**config.mk**
```make
export PLATFORM = sky130hd
export DESIGN_NAME = axi_load_sequencer
export DESIGN_NICKNAME = d
export VERILOG_FILES = /design/src/rtl/axi_load_sequencer.sv
export SDC_FILE = /design/constraint.sdc
export NUM_CORES = 1
export LEC_CHECK = 0
export BUFFER_PORTS_ARGS = -buffer_cell sky130_fd_sc_hd__buf_2
export CAP_MARGIN = 10
export CORE_MARGIN = 3
export CORE_UTILIZATION = 43
export DETAILED_ROUTE_END_ITERATION = 8
export GPL_TIMING_DRIVEN = 0
export PLACE_DENSITY = 0.82
export SYNTH_ARGS = -nofsm -noshare
export SYNTH_HDL_FRONTEND = slang
export SYNTH_SLANG_ARGS = --single-unit
```
**constraint.sdc**
```tcl
create_clock -name clk -period 2.27 [get_ports clk]
set_input_delay 0 -clock clk [delete_from_list [all_inputs] [get_ports clk]]
set_output_delay 0 -clock clk [all_outputs]
set_load 0.02 [all_outputs]
```
**src/rtl/axi_load_sequencer.sv**
```systemverilog
// Arbitrates three load masters onto one AXI read channel and steers R beats back to the owner.
// Optional macro ROUND_ROBIN_EN selects rotating priority; otherwise fixed m0 > m1 > m2.
module axi_load_sequencer #(
  parameter int unsigned ADDR_W = 32,
  parameter int unsigned DATA_W = 32,
  parameter int unsigned LEN_W  = 8
) (
  input  logic                  clk,
  input  logic                  rst_n,
  input  logic [2:0]            m_req,
  input  logic [3*ADDR_W-1:0]   m_addr,
  input  logic [3*LEN_W-1:0]    m_len,
  output logic [2:0]            m_rvalid,
  output logic [DATA_W-1:0]     m_rdata,
  output logic                  m_rlast,
  output logic [2:0]            m_done,
  output logic                  m_err,
  output logic                  busy,
  output logic [3:0]            arid,
  output logic [ADDR_W-1:0]     araddr,
  output logic [LEN_W-1:0]      arlen,
  output logic [2:0]            arsize,
  output logic [1:0]            arburst,
  output logic                  arvalid,
  input  logic                  arready,
  input  logic [3:0]            rid,
  input  logic [DATA_W-1:0]     rdata,
  input  logic [1:0]            rresp,
  input  logic                  rlast,
  input  logic                  rvalid,
  output logic                  rready
);

  typedef enum logic [1:0] {IDLE, ADDR, DATA, DONE} state_t;

  state_t             state_q;
  logic [1:0]         owner_q, last_q;
  logic [ADDR_W-1:0]  addr_q;
  logic [LEN_W-1:0]   len_q, cnt_q;
  logic               err_q, arvalid_q, rready_q, busy_q, m_err_q;
  logic [2:0]         done_q;

  logic [1:0]         start, cand, win;
  logic [2:0]         sum;
  logic               found;
  logic               match, beat_ok, beat_bad, beat_err;

  always_comb begin
`ifdef ROUND_ROBIN_EN
    start = (last_q == 2'd2) ? 2'd0 : last_q + 2'd1;
`else
    start = 2'd0;
`endif
    found = 1'b0;
    win   = 2'd0;
    cand  = 2'd0;
    sum   = 3'd0;
    for (int unsigned k = 0; k < 3; k++) begin
      sum  = {1'b0, start} + 3'(k);
      cand = (sum >= 3'd3) ? 2'(sum - 3'd3) : sum[1:0];
      if (!found && m_req[cand]) begin
        found = 1'b1;
        win   = cand;
      end
    end
  end

  assign match    = (rid[1:0] == owner_q);
  assign beat_ok  = rready_q && rvalid && match;
  assign beat_bad = rready_q && rvalid && !match;
  // A matching beat is wrong if rlast disagrees with the latched length.
  assign beat_err = (rresp != 2'b00) || (rlast ? (cnt_q != len_q) : (cnt_q == len_q));

  always_ff @(posedge clk or negedge rst_n) begin
    if (!rst_n) begin
      state_q   <= IDLE;
      owner_q   <= 2'd0;
      last_q    <= 2'd2;
      addr_q    <= '0;
      len_q     <= '0;
      cnt_q     <= '0;
      err_q     <= 1'b0;
      arvalid_q <= 1'b0;
      rready_q  <= 1'b0;
      busy_q    <= 1'b0;
      done_q    <= '0;
      m_err_q   <= 1'b0;
    end else begin
      case (state_q)
        IDLE: begin
          if (found) begin
            owner_q   <= win;
            addr_q    <= m_addr[32'(win)*ADDR_W +: ADDR_W];
            len_q     <= m_len[32'(win)*LEN_W +: LEN_W];
            cnt_q     <= '0;
            err_q     <= 1'b0;
            arvalid_q <= 1'b1;
            busy_q    <= 1'b1;
            state_q   <= ADDR;
          end
        end
        ADDR: begin
          if (arready) begin
            arvalid_q <= 1'b0;
            rready_q  <= 1'b1;
            state_q   <= DATA;
          end
        end
        DATA: begin
          if (beat_ok) begin
            cnt_q <= cnt_q + 1'b1;
            err_q <= err_q | beat_err;
            if (rlast) begin
              rready_q <= 1'b0;
              done_q   <= 3'b001 << owner_q;
              m_err_q  <= err_q | beat_err;
              state_q  <= DONE;
            end
          end else if (beat_bad) begin
            err_q <= 1'b1;
          end
        end
        DONE: begin
          done_q  <= '0;
          m_err_q <= 1'b0;
          busy_q  <= 1'b0;
          last_q  <= owner_q;
          state_q <= IDLE;
        end
        default: state_q <= IDLE;
      endcase
    end
  end

  assign m_rvalid = beat_ok ? (3'b001 << owner_q) : '0;
  assign m_rdata  = beat_ok ? rdata : '0;
  assign m_rlast  = beat_ok && rlast;
  assign m_done   = done_q;
  assign m_err    = m_err_q;
  assign busy     = busy_q;
  assign arid     = {2'b00, owner_q};
  assign araddr   = addr_q;
  assign arlen    = len_q;
  assign arsize   = 3'($clog2(DATA_W/8));
  assign arburst  = 2'b01;
  assign arvalid  = arvalid_q;
  assign rready   = rready_q;

  logic unused_bits;
  assign unused_bits = ^{rid[3:2], last_q};

endmodule

```
# Yosys cells after proc, flatten, opt, wreduce, memory -nomap -nowiden
# Index checks and enable logic that the tools add are counted.
# W data, S select, Z words.
op_classes:
  n_reduce_logical: 25
  shift: 3
  addsub: 1
  muxes: 34
  n_bitwise: 1
  n_eq_ne: 11
ops:
  columns: ["cell", "n"]
  rows:
  - ["$shiftx A96 B8 Y32", 1]
  - ["$mux W32", 1]
  - ["$shiftx A24 B6 Y8", 1]
  - ["$mux W8", 2]
  - ["$pmux W8 S2", 1]
  - ["$mux W1", 15]
  - ["$reduce_and A3 Y1", 4]
  - ["$reduce_bool A2 Y1", 6]
  - ["$mux W2", 5]
  - ["$pmux W1 S2", 5]
  - ["$mux W3", 3]
  - ["$add A8 B1 Y8 const B", 1]
  - ["$eq A8 B8 Y1", 1]
  - ["$ne A2 B2 Y1 const B", 4]
  - ["$ne A8 B8 Y1", 1]
  - ["$pmux W2 S4", 1]
  - ["$reduce_and A4 Y1", 2]
  - ["$logic_and A1 B1 Y1", 6]
  - ["$pmux W3 S2", 1]
  - ["$eq A2 B2 Y1 const B", 2]
  - ["$reduce_and A2 Y1", 2]
  - ["$logic_not A1 Y1", 3]
  - ["$ne A3 B3 Y1 const B", 1]
  - ["$shl A1 B2 Y3 const A", 1]
  - ["other kinds (5)", 5]
totals:
  ff_bits: 60
  in_bits: 166
  word_cells: 86
  output_inout_bits: 92

# Depth between registers and ports, before layout
# Gate-level depths: netlist of run 1.
logic_depth:
  depth_word: 9
  ltp_mapped: 8
  mapped_depth_nobuf: 6

# Worst setup path after synthesis of run 1
# No wires, ideal clock.
synth_timing:
  kind: "reg2reg"
  start: "reg state_q[0]"
  end: "reg cnt_q[2]"
  required_ps: 2146
  synth_period_minus_slack_ps: 1826
  path_stages_with_launch: 9
  path_buffers: 2
  path_slack_ps: 444
  setup_ps: 124
  arrival_time_ps: 1702
  path_cell_list: "dfrtp_1 -> inv_1 -> ha_1 -> or4b_1 -> buf_4 -> nand4_4 -> buf_6 -> or4_1 -> nand2_1"
synth_via:
  elab_chain_len: 3
  elab_cells_between_ends: 7
  classes_between: "eq/ne (3); mux (1); reduce/logical (3)"
synth_rtl:
  columns: ["element", "line_no", "source"]
  rows:
  - ["start, declared", "36", "state_t state_q;"]
  - ["start signal, assigned", "76", "state_q <= IDLE;"]
  - ["start signal, assigned", "99", "state_q <= ADDR;"]
  - ["start signal, assigned", "106", "state_q <= DATA;"]
  - ["$eq A2 B2 Y1 or $logic_not A2 Y1 (tied branches)", "89", "case (state_q)"]
  - ["$ne A2 B2 Y1 (no source line) or $reduce_bool A2 Y1 (tied branches)", null, null]
  - ["$reduce_and A3 Y1 (no source line)", null, null]
  - ["end signal, assigned", "111", "cnt_q <= cnt_q + 1'b1;"]
  - ["end, declared", "39", "logic [LEN_W-1:0] len_q, cnt_q;"]
# Several ways; a longest one is shown, not always the timed one.
# A chain may end at the register's enable or synchronous reset.

# Final worst setup path of run 1
layout_timing:
  start: "reg owner_q[1]"
  end: "out m_rdata[29]"
layout_via:
  elab_chain_len: 3
layout_rtl:
  columns: ["element", "line_no", "source"]
  rows:
  - ["start, declared", "37", "logic [1:0] owner_q, last_q;"]
  - ["start signal, assigned", "92", "owner_q <= win;"]
  - ["$eq A2 B2 Y1", "68", "assign match = (rid[1:0] == owner_q);"]
  - ["$logic_and A1 B1 Y1", "69", "assign beat_ok = rready_q && rvalid && match;"]
  - ["$mux W32", "136", "assign m_rdata = beat_ok ? rdata : '0;"]
  - ["end, declared", "14", "output logic [DATA_W-1:0] m_rdata,"]
# Every way passes these cells.

==> flow_metrics.env, run 1 <==
export IMPL_period_share_pct=92.8
export IMPL_r2r_start="state_q[0]"
export IMPL_critPathMaxFanout=10
export IMPL_cp_slowest_cell="dfrtp_1"
export IMPL_rrSetupSlack_ns=0.21
export IMPL_via_count=4357
export IMPL_die_area_um2=10300
export IMPL_final_area_um2=5880
export IMPL_required_ns=2.27
export IMPL_final_common_cell="buf_2"
export IMPL_numCtsBuffers=9
export IMPL_synth_edf_count=0
export IMPL_worstSetupStartpointType="flop"
export IMPL_hpwlAfterDp_um=10600
export IMPL_startpoint="owner_q[1]"
export IMPL_grt_overflow=0
export IMPL_routed_wl_um=14100
export IMPL_routedWlPerCell_um=17.3
export IMPL_hold_class="input pin to flop"
export IMPL_utilization_pct=67.1
export IMPL_synth_area_per_cell_um2=9.70
export IMPL_ioPinCount=258
export IMPL_clock_latency_ns=0.33
export IMPL_grt_max_degree=33
export IMPL_maxSlewHeadroom_pct=53.2
export IMPL_start_util_pct=44.6
export IMPL_crit_family="flip-flops"
export IMPL_drive_gt1_share_pct=46.6
export IMPL_clk_pin_slew_ns=0.07
export IMPL_core_area_um2=8760
export IMPL_hold_viol=0
export IMPL_arrival_ns=2.11
export IMPL_ys_ff_latch=60
export IMPL_antenna_cells=0
export IMPL_critPathBufInv=2
export IMPL_drt_iter0_drc=102
export IMPL_setup_viol=0
export IMPL_fin_crit_ns=2.11
export IMPL_whs_ns=0.0166
export IMPL_seq_area_frac_synth_pct=38.4
export IMPL_syn_inst=403
export IMPL_rsz0062_at_grt="no"
export IMPL_worstSetupPathType="flop to output port"
export IMPL_routabilityCongestion=0.780
export IMPL_path_cells="xnor2_4 > and3_1 > clkbuf_1 > and2_1 > buf_2"
export IMPL_power_density_nw_per_um2=998
export IMPL_mostFrequentLayoutCells="buf_2, dfrtp_1, nand2_1, mux2i_1, mux2_2"
export IMPL_cts_max_level=3
export IMPL_holdCritStartpoint="m_addr[74]"
export IMPL_peakVddDrop_mv=0.592
export IMPL_areaGrowthSynthToFinish_pct=50.6
export IMPL_clock_sinks=60
export IMPL_grt_pass1_vias=4563
export IMPL_ys_warn_count=0
export IMPL_vias_per_cell=5.34
export IMPL_syn_area_um2=3910
export IMPL_cts_tree="done"
export IMPL_cp_end_kind="output port"
export IMPL_die_y_um=101
export IMPL_synth_distinct_cells=43
export IMPL_portBuffers=248
export IMPL_grt_usage_pct=26.8
export IMPL_synth_ff_type="dfrtp_1"
export IMPL_die_w_um=101
export IMPL_row_count=34
export IMPL_drv_slew=0
export IMPL_cap_violations=0
export IMPL_tightest_slew_ns=0.702
export IMPL_clock_skew_ns=0.00896
export IMPL_async_flop_share_pct=100
export IMPL_fmax_ghz=0.475
export IMPL_antenna_found_initial=0
export IMPL_clockBufferDepth=2
export IMPL_max_stage_delay_ns=0.51
export IMPL_status="complete, no violations"
export IMPL_nets=875
export IMPL_cts_root_buf="clkbuf_8"
export IMPL_grt_pass1_wl_um=21500
export IMPL_power_leakage_uw=0.00326
export IMPL_place_area_um2=5320
export IMPL_final_setup_tns_ns=0
export IMPL_dr_pass1_iters=4
export IMPL_drc_errors=0
export IMPL_num_fill_cells=691
export IMPL_drtAntennaViolNets=0
==> routing by layer <==
metal  GRT usage (%)  wire, µm  vias up
met5               0         0        -
met4            12.0       474        0
met3            6.89      1310       46
met2            51.5      7610      230
met1            26.9      4740     2083
li1                -         -     1998
==> stage by stage <==
step / std cells / setup WS (ns) / power, µW
floorplan: 408 / 0.444 / 3730
global placement: 764 / 0.148 / 4750
detailed placement: 765 / 0.0299 / 4900
CTS: 816 / 0.00635 / 5840
global route: 816 / 0.0176 / 6250
finish: 816 / 0.163 / 5870
==> synth_stat cells, drive strengths merged (3+ instances only) <==
cell type	instances	share of area (%)
dfrtp	60	38
nand2	53	5.2
o21ai	44	5.6
mux2	42	12
mux2i	41	11
and2	35	5.6
buf	20	3.5
clkbuf	11	1.1
nand3	11	1.4
xnor2	10	2.6
inv	9	0.86
or4	7	1.3
ha	6	1.9
nand4	6	1.5
nor2	6	0.58
o211ai	6	1.2
nor2b	4	0.64
a21oi	3	0.38
nand2b	3	0.48
nor3	3	0.38
o31ai	3	0.93
==> state kept, by name, summed over array words and instances (netlist names) <==
signal,cells
araddr,32
arlen,8
cnt_q,8
m_done,3
owner_q,2
state_q,2
arvalid,1
busy,1
err_q,1
m_err,1
rready,1
==> worst min-delay path: stages <==
cell and delay, ns:
buf_2 0.08, mux2i_1 0.05, o21ai_0 0.16
==> power by group <==
group | internal [µW] | switching [µW]
Combinational | 1160 | 1930
Clock | 487 | 408
Sequential | 1530 | 356
==> layout make-up <==
class | instances | area, µm² | area share (%)
flip-flops and latches | 60 | 1500 | 25.5
multi-input cells | 308 | 2240 | 38.1
clock buffers | 15 | 176 | 3.00
plain buffers | 31 | 178 | 3.02
clock inverters | 1 | 5.00 | 0.0851
repair buffers | 284 | 1610 | 27.4
inverters | 9 | 33.8 | 0.574
well taps | 108 | 135 | 2.30
==> cell families after synthesis <==
family / share of synthesized area, %
AOI/OAI and AO/OA: 9.99
xor gates and xnor gates: 2.63
adders and majority gates: 1.92
buffers and inverters: 5.41
DFF: 38.4
muxes: 22.6
other: 0.192
and+or+nand+nor: 18.8
==> final timing paths <==
kind                            cells after the start     endpoint
worst max-delay path                                5  m_rdata[29]
worst min-delay path                                3   araddr[10]
worst max register to register                      8     cnt_q[2]
worst min register to register                      2   araddr[13]
max in group asynchronous                           3        err_q
min in group asynchronous                           2   araddr[20]
==> what timing repair did <==
item | CTS | global route
hold buffers | 35 | 0
setup endpoints to repair | 0 | 7
setup buffers | 0 | 0
gates resized for setup | 0 | 3
hold endpoints to repair | 63 | 0
(Power assumes the default switching activity.)
==> run 2: changes to the inputs <==
==> constraint.sdc (replaced) <==
create_clock -name clk -period 2.3 [get_ports clk]
set_input_delay 0 -clock clk [delete_from_list [all_inputs] [get_ports clk]]
set_output_delay 0 -clock clk [all_outputs]
set_load 0.02 [all_outputs]
==> run 2 against run 1 <==
Compared with the run above: cell count unchanged; global-route usage unchanged; core utilization down 0.13 points; sequential cell count unchanged; critical path depth unchanged; final area down 0.19%.
==> flow_metrics.env, run 2 (synthesis gave the netlist of run 1 again) <==
export IMPL_fmax_ghz=0.465
export IMPL_grt_usage_pct=26.8
export IMPL_drt_iter0_drc=119
export IMPL_routedWlPerCell_um=17.3
export IMPL_hold_viol=0
export IMPL_portBuffers=248
export IMPL_numCtsBuffers=9
export IMPL_cts_root_buf="clkbuf_8"
export IMPL_total_power_uw=5770
export IMPL_clockBufferDepth=2
export IMPL_cts_max_level=3
export IMPL_p_switching_uw=2650
export IMPL_hpwlAfterDp_um=10600
export IMPL_clock_latency_ns=0.33
export IMPL_maxSlewHeadroom_pct=53.5
export IMPL_required_ns=2.30
export IMPL_antenna_found_initial=0
export IMPL_clk_pin_slew_ns=0.07
export IMPL_grt_max_degree=33
export IMPL_drive_gt1_share_pct=46.6
export IMPL_mostFrequentLayoutCells="buf_2, dfrtp_1, nand2_1, mux2i_1, mux2_2"
export IMPL_routabilityCongestion=0.780
export IMPL_critPathMaxFanout=10
export IMPL_areaGrowthSynthToFinish_pct=50.3
export IMPL_vias_per_cell=5.33
export IMPL_rsz0062_at_grt="no"
export IMPL_grt_pass1_wl_um=21500
export IMPL_pwr_share_comb_pct=52.6
export IMPL_cp_end_kind="output port"
export IMPL_fin_cells=816
export IMPL_die_w_um=101
export IMPL_clockPowerShare_pct=15.3
export IMPL_nets=875
export IMPL_placed_cells=765
export IMPL_row_count=34
export IMPL_tightest_slew_ns=0.698
export IMPL_routed_wl_um=14100
export IMPL_power_density_nw_per_um2=983
export IMPL_via_count=4349
export IMPL_p_int_uw=3120
export IMPL_status="complete, no violations"
export IMPL_largest_reg_flops=32
export IMPL_switching_share_pct=45.9
export IMPL_setup_viol=0
export IMPL_core_area_um2=8760
export IMPL_hold_class="input pin to flop"
export IMPL_fin_crit_ns=2.15
export IMPL_die_area_um2=10300
export IMPL_worstSetupPathType="flop to output port"
export IMPL_period_share_pct=93.5
export IMPL_worstSetupStartpointType="flop"
export IMPL_cts_tree="done"
export IMPL_clock_sinks=60
export IMPL_final_setup_tns_ns=0
export IMPL_dr_pass1_iters=4
export IMPL_drc_errors=0
export IMPL_cap_violations=0
export IMPL_grt_pass1_vias=4563
export IMPL_peakVddDrop_mv=0.580
export IMPL_ioPinCount=258
export IMPL_grt_overflow=0
export IMPL_rrSetupSlack_ns=0.24
export IMPL_final_common_cell="buf_2"
export IMPL_antenna_cells=0
export IMPL_die_y_um=101
export IMPL_drv_slew=0
export IMPL_drtAntennaViolNets=0
export IMPL_seq_power_share_pct=32.1
export IMPL_start_util_pct=44.6
export IMPL_power_leakage_uw=0.00326
export IMPL_arrival_ns=2.15
export IMPL_clock_skew_ns=0.00883
[run 2: cell counts in the layout (fill, tap and decap cells not counted)]
No cell type changed its count.
[run 2: stage by stage]
step                hold WS [ns]  util [%]  setup slack, ns  cell area, µm²
floorplan                 -0.296         -            0.474            3930
global placement           0.268      60.5            0.178            5300
detailed placement        0.0821      60.7           0.0599            5320
CTS                     0.000448      66.8           0.0364            5850
global route            0.000745      67.0          0.00246            5870
finish                    0.0161      67.0            0.150            5870
[run 2: worst max-delay path: stages (launching register included)]
cell and delay [ns]:
dfrtp_1 0.47, xnor2_2 0.36, and3_1 0.31, clkbuf_1 0.30, and2_1 0.21, buf_2 0.17
[run 2: cell type report]
class / instances / area (µm²)
plain buffers: 31 / 178
inverters: 9 / 33.8
clock inverters: 1 / 5.00
repair buffers: 284 / 1610
flip-flops and latches: 60 / 1500
multi-input cells: 308 / 2230
fillers: 695 / 2890
well taps: 108 / 135
clock buffers: 15 / 176
[run 2: final timing paths]
path	start	endpoint	cells after the start
worst max-delay path	owner_q[0]	m_rdata[29]	5
worst max register to register	state_q[0]	cnt_q[2]	8
worst min register to register	araddr[13]	araddr[13]	2
max in group asynchronous	rst_n	err_q	3
min in group asynchronous	rst_n	araddr[21]	2
worst min-delay path	m_addr[74]	araddr[10]	3
[run 2: routing by layer]
metal  vias up  share of wire (%)  GRT usage (%)
li1       1999                  -              -
met1      2070                 34           26.9
met2       238                 54           51.5
met3        42                9.2           6.89
met4         0                3.3           12.0
met5         -                  0              0
[run 2: power by group through the flow]
stage               Sequential, µW  Clock [µW]  Combinational (µW)
global placement              1830           0                2860
detailed placement            1850           0                2980
global route                  1900         940                3320
floorplan                     2300           0                1380
CTS                           1840         893                3030
finish                        1850         883                3040
[run 2: what timing repair did]
item / CTS / global route
endpoints found under the hold margin: 63 / 0
hold buffers: 35 / 0
resized for setup: 0 / 2
setup buffers: 0 / 0
setup endpoints to repair: 0 / 3
==> run 3: changes to the inputs <==
--- a/config.mk
+++ b/config.mk
@@ -7,7 +7,7 @@
 export LEC_CHECK = 0
 export BUFFER_PORTS_ARGS = -buffer_cell sky130_fd_sc_hd__buf_2
 export CAP_MARGIN = 10
-export CORE_MARGIN = 3
+export CORE_MARGIN = 2
 export CORE_UTILIZATION = 43
 export DETAILED_ROUTE_END_ITERATION = 8
 export GPL_TIMING_DRIVEN = 0
==> run 3 against run 2 <==
Compared with the run above: setup slack gained 0.012 ns; power shrank 0.47%; clock skew shrank 0.0012 ns; critical path depth is the same; worst hold slack lost 0.015 ns; fmax grew 0.54%; register-to-register slack gained 0.02 ns; critical path type unchanged; largest cell class unchanged; largest power group unchanged.
==> flow_metrics.env, run 3 (synthesis gave the netlist of run 1 again) <==
export IMPL_multi_input_area_um2=2240
export IMPL_antenna_found_initial=0
export IMPL_reg2reg_to="cnt_q[0]"
export IMPL_ff_latch_area_um2=1500
export IMPL_seq_power_share_pct=32.5
export IMPL_cts_root_buf="clkbuf_8"
export IMPL_total_power_uw=5740
export IMPL_reg2regPathDepth=8
export IMPL_path_cells="xnor2_4 > and3_1 > clkbuf_1 > and2_1 > buf_2"
export IMPL_setup_viol=0
export IMPL_grt_pass1_wl_um=21600
export IMPL_period_share_pct=93.0
export IMPL_cts_tree="done"
export IMPL_place_area_um2=5320
export IMPL_hpwlAfterDp_um=10300
export IMPL_final_common_cell="buf_2"
export IMPL_final_area_um2=5880
export IMPL_core_area_um2=8760
export IMPL_switching_share_pct=46.7
export IMPL_power_density_nw_per_um2=977
export IMPL_hold_class="input pin to flop"
export IMPL_ioPinCount=258
export IMPL_drv_slew=0
export IMPL_die_y_um=99.3
export IMPL_routedWlPerCell_um=17.1
export IMPL_grt_use_met1_pct=28.0
export IMPL_cap_violations=0
export IMPL_drive_gt1_share_pct=46.8
export IMPL_portBuffers=248
export IMPL_clk_pin_slew_ns=0.06
export IMPL_clockBufferDepth=2
export IMPL_clock_sinks=60
export IMPL_row_count=34
export IMPL_worst_slack_ns=0.162
export IMPL_fin_crit_ns=2.14
export IMPL_grt_max_degree=34
export IMPL_arrival_ns=2.14
export IMPL_p_switching_uw=2680
export IMPL_die_area_um2=9870
export IMPL_hold_depth=3
export IMPL_clock_skew_ns=0.00763
export IMPL_pwr_share_comb_pct=52.9
export IMPL_tightest_slew_ns=0.676
export IMPL_die_w_um=99.3
export IMPL_busiest_layer="met2"
export IMPL_mostFrequentLayoutCells="buf_2, dfrtp_1, nand2_1, mux2i_1, mux2_2"
export IMPL_rrSetupSlack_ns=0.26
export IMPL_r2r_start="state_q[0]"
export IMPL_met2_usage_pct=54.6
export IMPL_required_ns=2.30
export IMPL_via_count=4345
export IMPL_status="complete, no violations"
export IMPL_routed_wl_um=14000
export IMPL_drc_errors=0
export IMPL_routabilityCongestion=0.861
export IMPL_worstSetupStartpointType="flop"
export IMPL_grt_overflow=0
export IMPL_start_util_pct=44.6
export IMPL_numCtsBuffers=9
export IMPL_cp_end_kind="output port"
export IMPL_clockPowerShare_pct=14.6
export IMPL_holdCritStartpoint="m_len[19]"
export IMPL_drtAntennaViolNets=0
export IMPL_power_leakage_uw=0.00326
export IMPL_maxSlewHeadroom_pct=55.0
export IMPL_rsz0062_at_grt="no"
export IMPL_final_setup_tns_ns=0
export IMPL_p_int_uw=3060
export IMPL_num_fill_cells=673
export IMPL_dr_pass1_iters=4
export IMPL_dp_slack_ns=0.115
export IMPL_min_to="arlen[3]"
export IMPL_cp_slowest_cell="dfrtp_1"
export IMPL_vias_per_cell=5.32
export IMPL_cts_max_level=3
export IMPL_fmax_ghz=0.468
export IMPL_hold_viol=0
export IMPL_drt_iter0_drc=134
export IMPL_grt_pass1_vias=4479
export IMPL_critPathMaxFanout=10
export IMPL_clock_latency_ns=0.34
export IMPL_antenna_cells=0
export IMPL_peakVddDrop_mv=0.671
export IMPL_worstSetupPathType="flop to output port"
export IMPL_utilization_pct=67.1
export IMPL_areaGrowthSynthToFinish_pct=50.5
export IMPL_nets=876
export IMPL_max_stage_delay_ns=0.52
export IMPL_grt_usage_pct=27.9
export IMPL_largest_reg_flops=32
export IMPL_grt_use_met3_pct=5.62
[run 3: changes by cell type in the layout (fill, tap and decap cells not counted)]
cell,previous run,this run
clkbuf_1,14,12
clkbuf_8,12,10
clkinv_2,1,4
clkinvlp_4,0,1
dlygate4sd3_1,35,36
xnor2_2,1,0
xnor2_4,1,2
[run 3: what timing repair did]
action                                 4_1_cts  5_1_grt
endpoints found under the hold margin       62        1
gates resized for setup                      0        3
hold buffers                                35        1
setup buffers                                0        0
setup endpoints to repair                    0       23
[run 3: how the worst max path moves through the flow]
stage / start / endpoint / slack [ns]
6_report: owner_q[1] / m_rdata[19] / 0.16
5_1_grt: owner_q[0] / m_rdata[19] / 0.004
4_1_cts: owner_q[0] / m_rdata[19] / 0.07
3_5_place_dp: state_q[0] / state_q[1] / 0.11
3_3_place_gp: state_q[0] / state_q[1] / 0.14
2_1_floorplan: state_q[0] / cnt_q[2] / 0.47
[run 3: layer usage]
metal / wire length [µm] / up-vias
li1: - / 2003
met1: 4730 / 2045
met2: 7660 / 252
met3: 1070 / 45
met4: 513 / 0
met5: 0 / -
[run 3: area by class of cell]
class / instances / area share (%)
flip-flops and latches: 60 / 25.5
plain buffers: 31 / 3.02
inverters: 9 / 0.574
clock inverters: 5 / 0.468
well taps: 108 / 2.30
multi-input cells: 308 / 38.1
clock buffers: 11 / 2.40
repair buffers: 285 / 27.6
[run 3: power groups by stage]
stage | Sequential (µW) | Clock [µW] | Combinational (µW)
after global routing | 1930 | 896 | 3320
after CTS | 1850 | 846 | 3020
after global placement | 1830 | 0 | 2870
after floorplan | 2300 | 0 | 1380
final | 1870 | 836 | 3040
after detailed placement | 1860 | 0 | 2970
[run 3: critical path: cells and delay by family (launching register included)]
kind | cells | cell delay [ns]
xor+xnor | 1 | 0.31
buf+inv | 2 | 0.44
flops | 1 | 0.52
simple gates | 2 | 0.54
[run 3: per-stage QoR]
stage          hold slack, ns  std cells
3_3_place_gp            0.270        764
5_1_grt              0.000521        817
4_1_cts              0.000933        816
6_report             0.000619        817
2_1_floorplan          -0.296        408
3_5_place_dp           0.0716        765
